### config.mk
export PLATFORM = sky130hd
export DESIGN_NAME = crc16_frame_sched
export DESIGN_NICKNAME = d
export VERILOG_FILES = /design/src/rtl/crc16_frame_sched.sv
export SDC_FILE = /design/constraint.sdc
export NUM_CORES = 1
export LEC_CHECK = 0
export CAP_MARGIN = 15
export CORE_MARGIN = 2
export CORE_UTILIZATION = 45
export DETAILED_ROUTE_END_ITERATION = 10
export GPL_TIMING_DRIVEN = 0
export HOLD_SLACK_MARGIN = 0.12
export PLACE_DENSITY = 0.77
export SETUP_SLACK_MARGIN = 0.05
export SLEW_MARGIN = 10
export SYNTH_ARGS = -nofsm -noshare
export SYNTH_HDL_FRONTEND = slang
export SYNTH_SLANG_ARGS = --single-unit
### constraint.sdc
create_clock -name clk -period 5.1 [get_ports clk]
set_clock_uncertainty 0.05 [all_clocks]
set_input_delay 0.51 -clock clk [delete_from_list [all_inputs] [get_ports clk]]
set_output_delay 0.51 -clock clk [all_outputs]
set_load 0.005 [all_outputs]
### src/rtl/crc16_frame_sched.sv
// Shares one bit-serial CRC-16 engine between two word requesters (round-robin).
// Latency: out_valid rises DW edges after the accept edge; one word per DW+2 cycles.
// Backpressure: out_ready low holds the codeword in DONE; requesters see ready=0 until IDLE.
//
// Ports:
//   clk, reset             rising-edge clock, asynchronous active-high reset
//   req0_*, req1_*         requester valid/ready/data (ready combinational, IDLE only)
//   out_valid/out_ready    codeword handshake; out_data = {word, crc}, out_src = requester
//   busy                   high whenever the engine is not IDLE
module crc16_frame_sched #(
  parameter int            DW   = 34,
  parameter int            CW   = 16,
  parameter logic [CW-1:0] POLY = 16'hBAAD,
  parameter logic [CW-1:0] INIT = 16'h0000
) (
  input  logic             clk,
  input  logic             reset,
  input  logic             req0_valid,
  input  logic [DW-1:0]    req0_data,
  output logic             req0_ready,
  input  logic             req1_valid,
  input  logic [DW-1:0]    req1_data,
  output logic             req1_ready,
  output logic             out_valid,
  output logic [DW+CW-1:0] out_data,
  output logic             out_src,
  input  logic             out_ready,
  output logic             busy
);

  localparam int CNTW = $clog2(DW);

  typedef enum logic [1:0] {
    IDLE  = 2'd0,
    SHIFT = 2'd1,
    DONE  = 2'd2
  } state_t;

  state_t          state, state_nxt;
  logic [DW-1:0]   shreg;
  logic [DW-1:0]   held;
  logic [CW-1:0]   crc;
  logic [CNTW-1:0] cnt;
  logic            last;     // index of the requester served most recently
  logic            src_q;

  logic any_req;
  logic grant;               // index of the requester that would be accepted now
  logic accept;
  logic fb;
  logic last_bit;

  // On contention the requester that was not served last wins; a lone
  // requester always wins. The granted requester is valid whenever any_req.
  always_comb begin
    any_req = req0_valid | req1_valid;
    if (req0_valid && req1_valid) begin
      grant = ~last;
    end else begin
      grant = req1_valid;
    end
  end

  assign req0_ready = (state == IDLE) && any_req && !grant;
  assign req1_ready = (state == IDLE) && any_req &&  grant;
  assign accept     = (state == IDLE) && any_req;

  assign fb       = shreg[DW-1] ^ crc[CW-1];
  assign last_bit = (cnt == CNTW'(DW - 1));

  always_comb begin
    state_nxt = state;
    case (state)
      IDLE:    if (accept)    state_nxt = SHIFT;
      SHIFT:   if (last_bit)  state_nxt = DONE;
      DONE:    if (out_ready) state_nxt = IDLE;
      default: state_nxt = IDLE;
    endcase
  end

  always_ff @(posedge clk or posedge reset) begin
    if (reset) begin
      state <= IDLE;
    end else begin
      state <= state_nxt;
    end
  end

  always_ff @(posedge clk or posedge reset) begin
    if (reset) begin
      shreg <= '0;
      held  <= '0;
      crc   <= INIT;
      cnt   <= '0;
      last  <= 1'b1;
      src_q <= 1'b0;
    end else begin
      case (state)
        IDLE: begin
          if (accept) begin
            shreg <= grant ? req1_data : req0_data;
            held  <= grant ? req1_data : req0_data;
            src_q <= grant;
            last  <= grant;
            crc   <= INIT;
            cnt   <= '0;
          end
        end
        SHIFT: begin
          // MSB-first LFSR division; with INIT=0 this yields M(x)*x^16 mod G(x).
          crc   <= {crc[CW-2:0], 1'b0} ^ (fb ? POLY : '0);
          shreg <= {shreg[DW-2:0], 1'b0};
          cnt   <= cnt + CNTW'(1);
        end
        default: begin
          // DONE: crc, held and src_q stay frozen until the output handshake.
        end
      endcase
    end
  end

  assign out_valid = (state == DONE);
  assign out_data  = {held, crc};
  assign out_src   = src_q;
  assign busy      = (state != IDLE);

endmodule

Word level (Yosys, flattened, before mapping)
Index checks and enable logic that the tools add are counted.
Widths: inputs -> output; s select.
- register bits: 94
- bits of input ports: 73
- output and inout bits: 55
- $add $sub $neg: 1
- eq/ne operators: 6
- muxes and demuxes: 13
- bitwise gates (word level): 4
- reductions and logical operators: 11
- operators with widths (operator ; count):
    $mux 34 ; 2
    $pmux 34 s2 ; 1
    $mux 16 ; 2
    $pmux 16 s2 ; 1
    $xor 16x16->16 ; 1
    $pmux 6 s2 ; 1
    $add 6x1->6 const B ; 1
    $eq 6x6->1 const B ; 1
    $mux 2 ; 3
    $mux 6 ; 1
    $pmux 2 s3 ; 1
    $logic_and 1x1->1 ; 4
    $ne 2x2->1 const B ; 2
    $reduce_and 2->1 ; 2
    $reduce_bool 2->1 ; 2
    $reduce_and 3->1 ; 1
    $eq 2x1->1 const B ; 1
    $eq 2x2->1 const B ; 1
    $logic_not 2->1 ; 1
    $ne 2x1->1 const B ; 1
    $logic_not 1->1 ; 1
    $mux 1 ; 1
    $not 1->1 ; 1
    $or 1x1->1 ; 1
    $xor 1x1->1 ; 1

Longest topological paths before layout
Gate-level depths: netlist (run 1).
- word-level depth: 5
- gate-level depth with buffers: 6
- depth with buffers taken out: 5

Worst setup path after synthesis (run 1)
Ideal clock, no wire load.
- kind: register to output
- from: register state[1]
- to: output req1_ready
- data arrival time: 1.176 ns
- path slack: 3.364 ns
- cell stages (with the launch flop): 5
- path buffers: 2
- path through: dfrtp_1 > buf_2 > a211oi_4 > buf_2 > and2_1
- cells in the longest elaborated chain, start to end: 3
- RTL lines (what ; line ; source):
    start: declaration ; 39 ; state_t state, state_nxt;
    start signal: assignment ; 85 ; state <= state_nxt;
    $logic_not 2->1 ; 65 ; assign req1_ready = (state == IDLE) && any_req && grant;
    $logic_and 1x1->1 (2 in a row) ; 65 ;
    end: declaration ; 23 ; output logic req1_ready,
Every way passes these cells.

Worst setup path in the final report (run 1)
- from: input req0_valid
- to: output req1_ready
- cells in the longest elaborated chain, start to end: 3
- RTL lines (what ; line ; source):
    start: declaration ; 18 ; input logic req0_valid,
    $or 1x1->1 / $logic_and 1x1->1 (equally long branches) ; 56, 57 ;
    $logic_and 1x1->1 / $mux 1 (equally long branches) ; 65, 57 ;
    $logic_and 1x1->1 * ; 65 ;
Every way passes the cells marked *; elsewhere a longest branch is shown, timed or not.

==> results of run 1 <==
[synthesized netlist by cell type (2+ instances only)]
library cell / number
a21oi_1: 2
and2_1: 2
buf_1: 3
buf_2: 12
buf_6: 5
clkbuf_1: 18
dfrtp_1: 93
ha_1: 2
inv_1: 5
mux2i_1: 2
nand2_1: 58
nand2b_1: 2
nand3_1: 103
nand4_1: 35
nor2_1: 2
nor2b_1: 2
o21ai_0: 75
o21ai_1: 8
o22ai_1: 9
or2_1: 2
xnor2_1: 9
[per-stage QoR]
stage / area [sq um] / total power [W] / util (%) / std cells
after detailed placement: 5813 / 0.002684 / 62.32 / 723
final: 6010 / 0.003170 / 64.43 / 738
after global placement: 5783 / 0.002631 / 62.00 / 722
after floorplan: 4350 / 0.002002 / - / 466
after CTS: 6010 / 0.003190 / 64.43 / 738
after global routing: 6010 / 0.003396 / 64.43 / 738
[critical path, delay by kind of cell]
kind,cells,cell delay (ns)
AOI/OAI and AO/OA,1,0.45
and+or+nand+nor,1,0.15
buffers and inverters,3,1.33
[state kept, by name, indices dropped and copies added, names as in the netlist]
name	count
shreg	34
held	34
out_src	1
last	1
crc	16
cnt	6
state	2
[worst max path at each step]
stage,endpoint,depth (start not counted),slack [ns]
floorplan,cnt[0]$_DFFE_PP0P_,1,2.09
detailed placement,req1_ready,5,2.08
CTS,req1_ready,5,2.07
global placement,crc[2]$_DFFE_PP0P_,2,0.67
finish,req1_ready,5,2.09
global route,req1_ready,5,1.99
[kinds of logic after synthesis]
group	after synthesis	share of synthesized area, %
multiplexers	2	0.4602
AO/OA/AOI/OAI	100	12.42
AND/OR/NAND/NOR	212	24.59
adder cells (fa/ha/maj)	2	0.5751
XOR/XNOR	11	2.646
buffers and inverters	45	5.205
flip-flops	94	54.10
[cell usage in the layout, fill, tap and decap left out, drive strengths merged, types with 6 or more instances in the layout]
cell / instances
clkdlybuf4s50: 127
nand3: 103
dfrtp: 93
o21ai: 83
nand2: 58
nand4: 35
clkbuf: 29
buf: 22
o22ai: 9
xnor2: 9
inv: 6
[report_power, final]
group,leakage (nW),total (W),internal (W),switching (W)
Sequential,1.17,0.00131,0.00109,0.000221
Combinational,1.30,0.00136,0.000746,0.000611
Clock,0.0948,0.000502,0.000238,0.000264
Total,2.57,0.00317,0.00207,0.00110
[cell type report]
type | instances | share of cell area (%)
buffer | 40 | 3.456
clock inverter | 5 | 0.9786
inverter | 5 | 0.3539
sequential | 94 | 39.16
timing repair buffer | 128 | 21.61
clock buffer | 10 | 2.290
tap | 129 | 2.686
multi-input combinational | 327 | 29.46
[routing by layer]
| metal | track usage, % | up-vias | part of all wire, % |
|---|---|---|---|
| met2 | 38.01 | 164 | 48 |
| met4 | 7.282 | 0 | 1.3 |
| li1 | - | 1946 | - |
| met3 | 4.104 | 14 | 6.8 |
| met1 | 33.87 | 2017 | 44 |
| met5 | 0 | - | 0 |
==> results.yml, run 1 <==
sta:
  finalSetupTns_ns: 0
  setup_viol: 0
  fmax_mhz: 332.3
  slew_viol_final: 0
  worst_slew_margin_rel_pct: 61.80
  finalCriticalPeriod_ns: 3.009
  rsz0062_at_grt: "false"
  hold_slack_ns: 0.4304
  worst_pin_slew_ns: 0.5709
  finalWorstSetupSlack_ns: 2.091
  hold_viol_final: 0
  post-route-period-util_pct: 59.00
cts:
  postCtsSetupBuffers: 0
  cts_tree: "built"
  htreeDepth: 3
  clock_path_buffers: 2
  numCtsBuffers: 9
  cts-resized-gates: 0
  insertion_delay_ns: 0.36
  cts.sinks: 94
  cts_root_buf: "clkbuf_8"
  cts.clk_slew.worst_paths_ns: 0.09
  postCtsHoldBufs: 0
worst_setup_path:
  worst_setup_path_end_kind: "primary output"
  cp_slowest_cell: "clkdlybuf4s50_1"
  path_common_cell: "clkdlybuf4s50_1"
  critPathMaxFanout: 10
  ff2ff_setup_slack_ns: 3.26
  path_class: "primary input to primary output"
  slowest_delay_ns: 0.52
  reg2reg_from: "state[1]$_DFFE_PP0P_"
  crit_start: "req0_valid"
  worst-r2r-cell-count: 5
  crit_required_ns: 4.54
  reg2reg_to: "crc[0]$_DFFE_PP0P_"
  path_cells: "clkdlybuf4s50_1, a211oi_4, buf_2, and2_1, clkdlybuf4s50_1"
  critPathLaunchType: "primary input"
  arrival_ns: 2.45
finish:
  multiInputGateArea_sq_um: 1770
  antennaDiodeCount: 0
  seq_area_sq_um: 2354
  area_growth_pct: 38.14
  num-fill-cells: 773
  drive_above_1_share_pct: 6.732
  final_nets: 680
drt:
  drt_iter0_markers: 275
  ant_nets: 0
  drt-total-wl_mm: 12.43
  wl_per_cell_um: 16.85
  drc: 0
  first_pass_iters: 4
  vias_per_cell: 5.611
  vias: 4141
logic_synthesis:
  synth-main-ff-cell: "dfrtp_1"
  synth_top_area_share_pct: 53.49
  synth_area_sq_um: 4350
  synth_cell_types: 38
  synth_edf_count: 0
  synth_area_leader_cell: "dfrtp_1"
  yosys_warnings: 0
  ys_seq_elements: 94
  netlist_top_cells_area: "dfrtp_1 (53%), nand3_1 (12%), o21ai_0 (8.6%)"
  synth_cells: 466
  ys_seq_area_share_pct: 54.10
  syn_avg_cell_area_sq_um: 9.336
  async_flop_share_pct: 100.0
  syn-num-nets: 541
global_routing:
  grt_pass1_vias: 4022
  grt_pass1_wl_mm: 19.55
  grt_usage_pct: 23.92
  grt_max_degree: 52
  overflow: 0
  grt_antenna_before_repair: 0
power:
  cellPowerDensity_nw_per_um2: 527.6
  vdd_ir_drop_max_uv: 191.3
  power.leakage_nw: 2.565
floorplanning:
  die_w_um: 102.3
  pin_count: 128
  die-area_sq_um: 10470
  core_area_sq_um: 9328
  die_h_um: 102.3
  start_util_pct: 46.64
  num_rows: 35
worst_hold_path:
  hold_path.startpoint: "cnt[5]$_DFFE_PP0P_"
  worst_hold_path.num_cells: 1
  holdPathEnd: "cnt[5]$_DFFE_PP0P_"
  min_path_type: "flip-flop to flip-flop"
placement:
  place_ws_ns: 2.077
  gp_congestion: 0.8507
  port_buffers: 127
  dpl.hpwl_mm: 8.804
outcome:
  status: "finished clean"
run:
  cap_violations: 0
Note: power is estimated with default switching activity, not from simulation.
==> run 2, diff against run 1 <==
==> constraint.sdc (replaced) <==
create_clock -name clk -period 3 [get_ports clk]
set_clock_uncertainty 0.05 [all_clocks]
set_input_delay 0.3 -clock clk [delete_from_list [all_inputs] [get_ports clk]]
set_output_delay 0.3 -clock clk [all_outputs]
set_load 0.005 [all_outputs]
==> results of run 2 <==
Same layout as run 1 (identical final DEF). Status: finished clean.
Main changes from that run: setup slack after placement 2.077 ns -> 0.3966 ns; setup slack after layout 2.091 ns -> 0.3695 ns; hold slack 0.4304 ns -> 0.3129 ns; start point of the critical path req0_valid -> state[1]$_DFFE_PP0P_; end point of the critical path req1_ready -> req0_ready; register-to-register setup slack 3.26 ns -> 1.16 ns; total power 0.003170 W -> 0.005390 W; worst IR drop on VDD 191.3 uV -> 325.2 uV
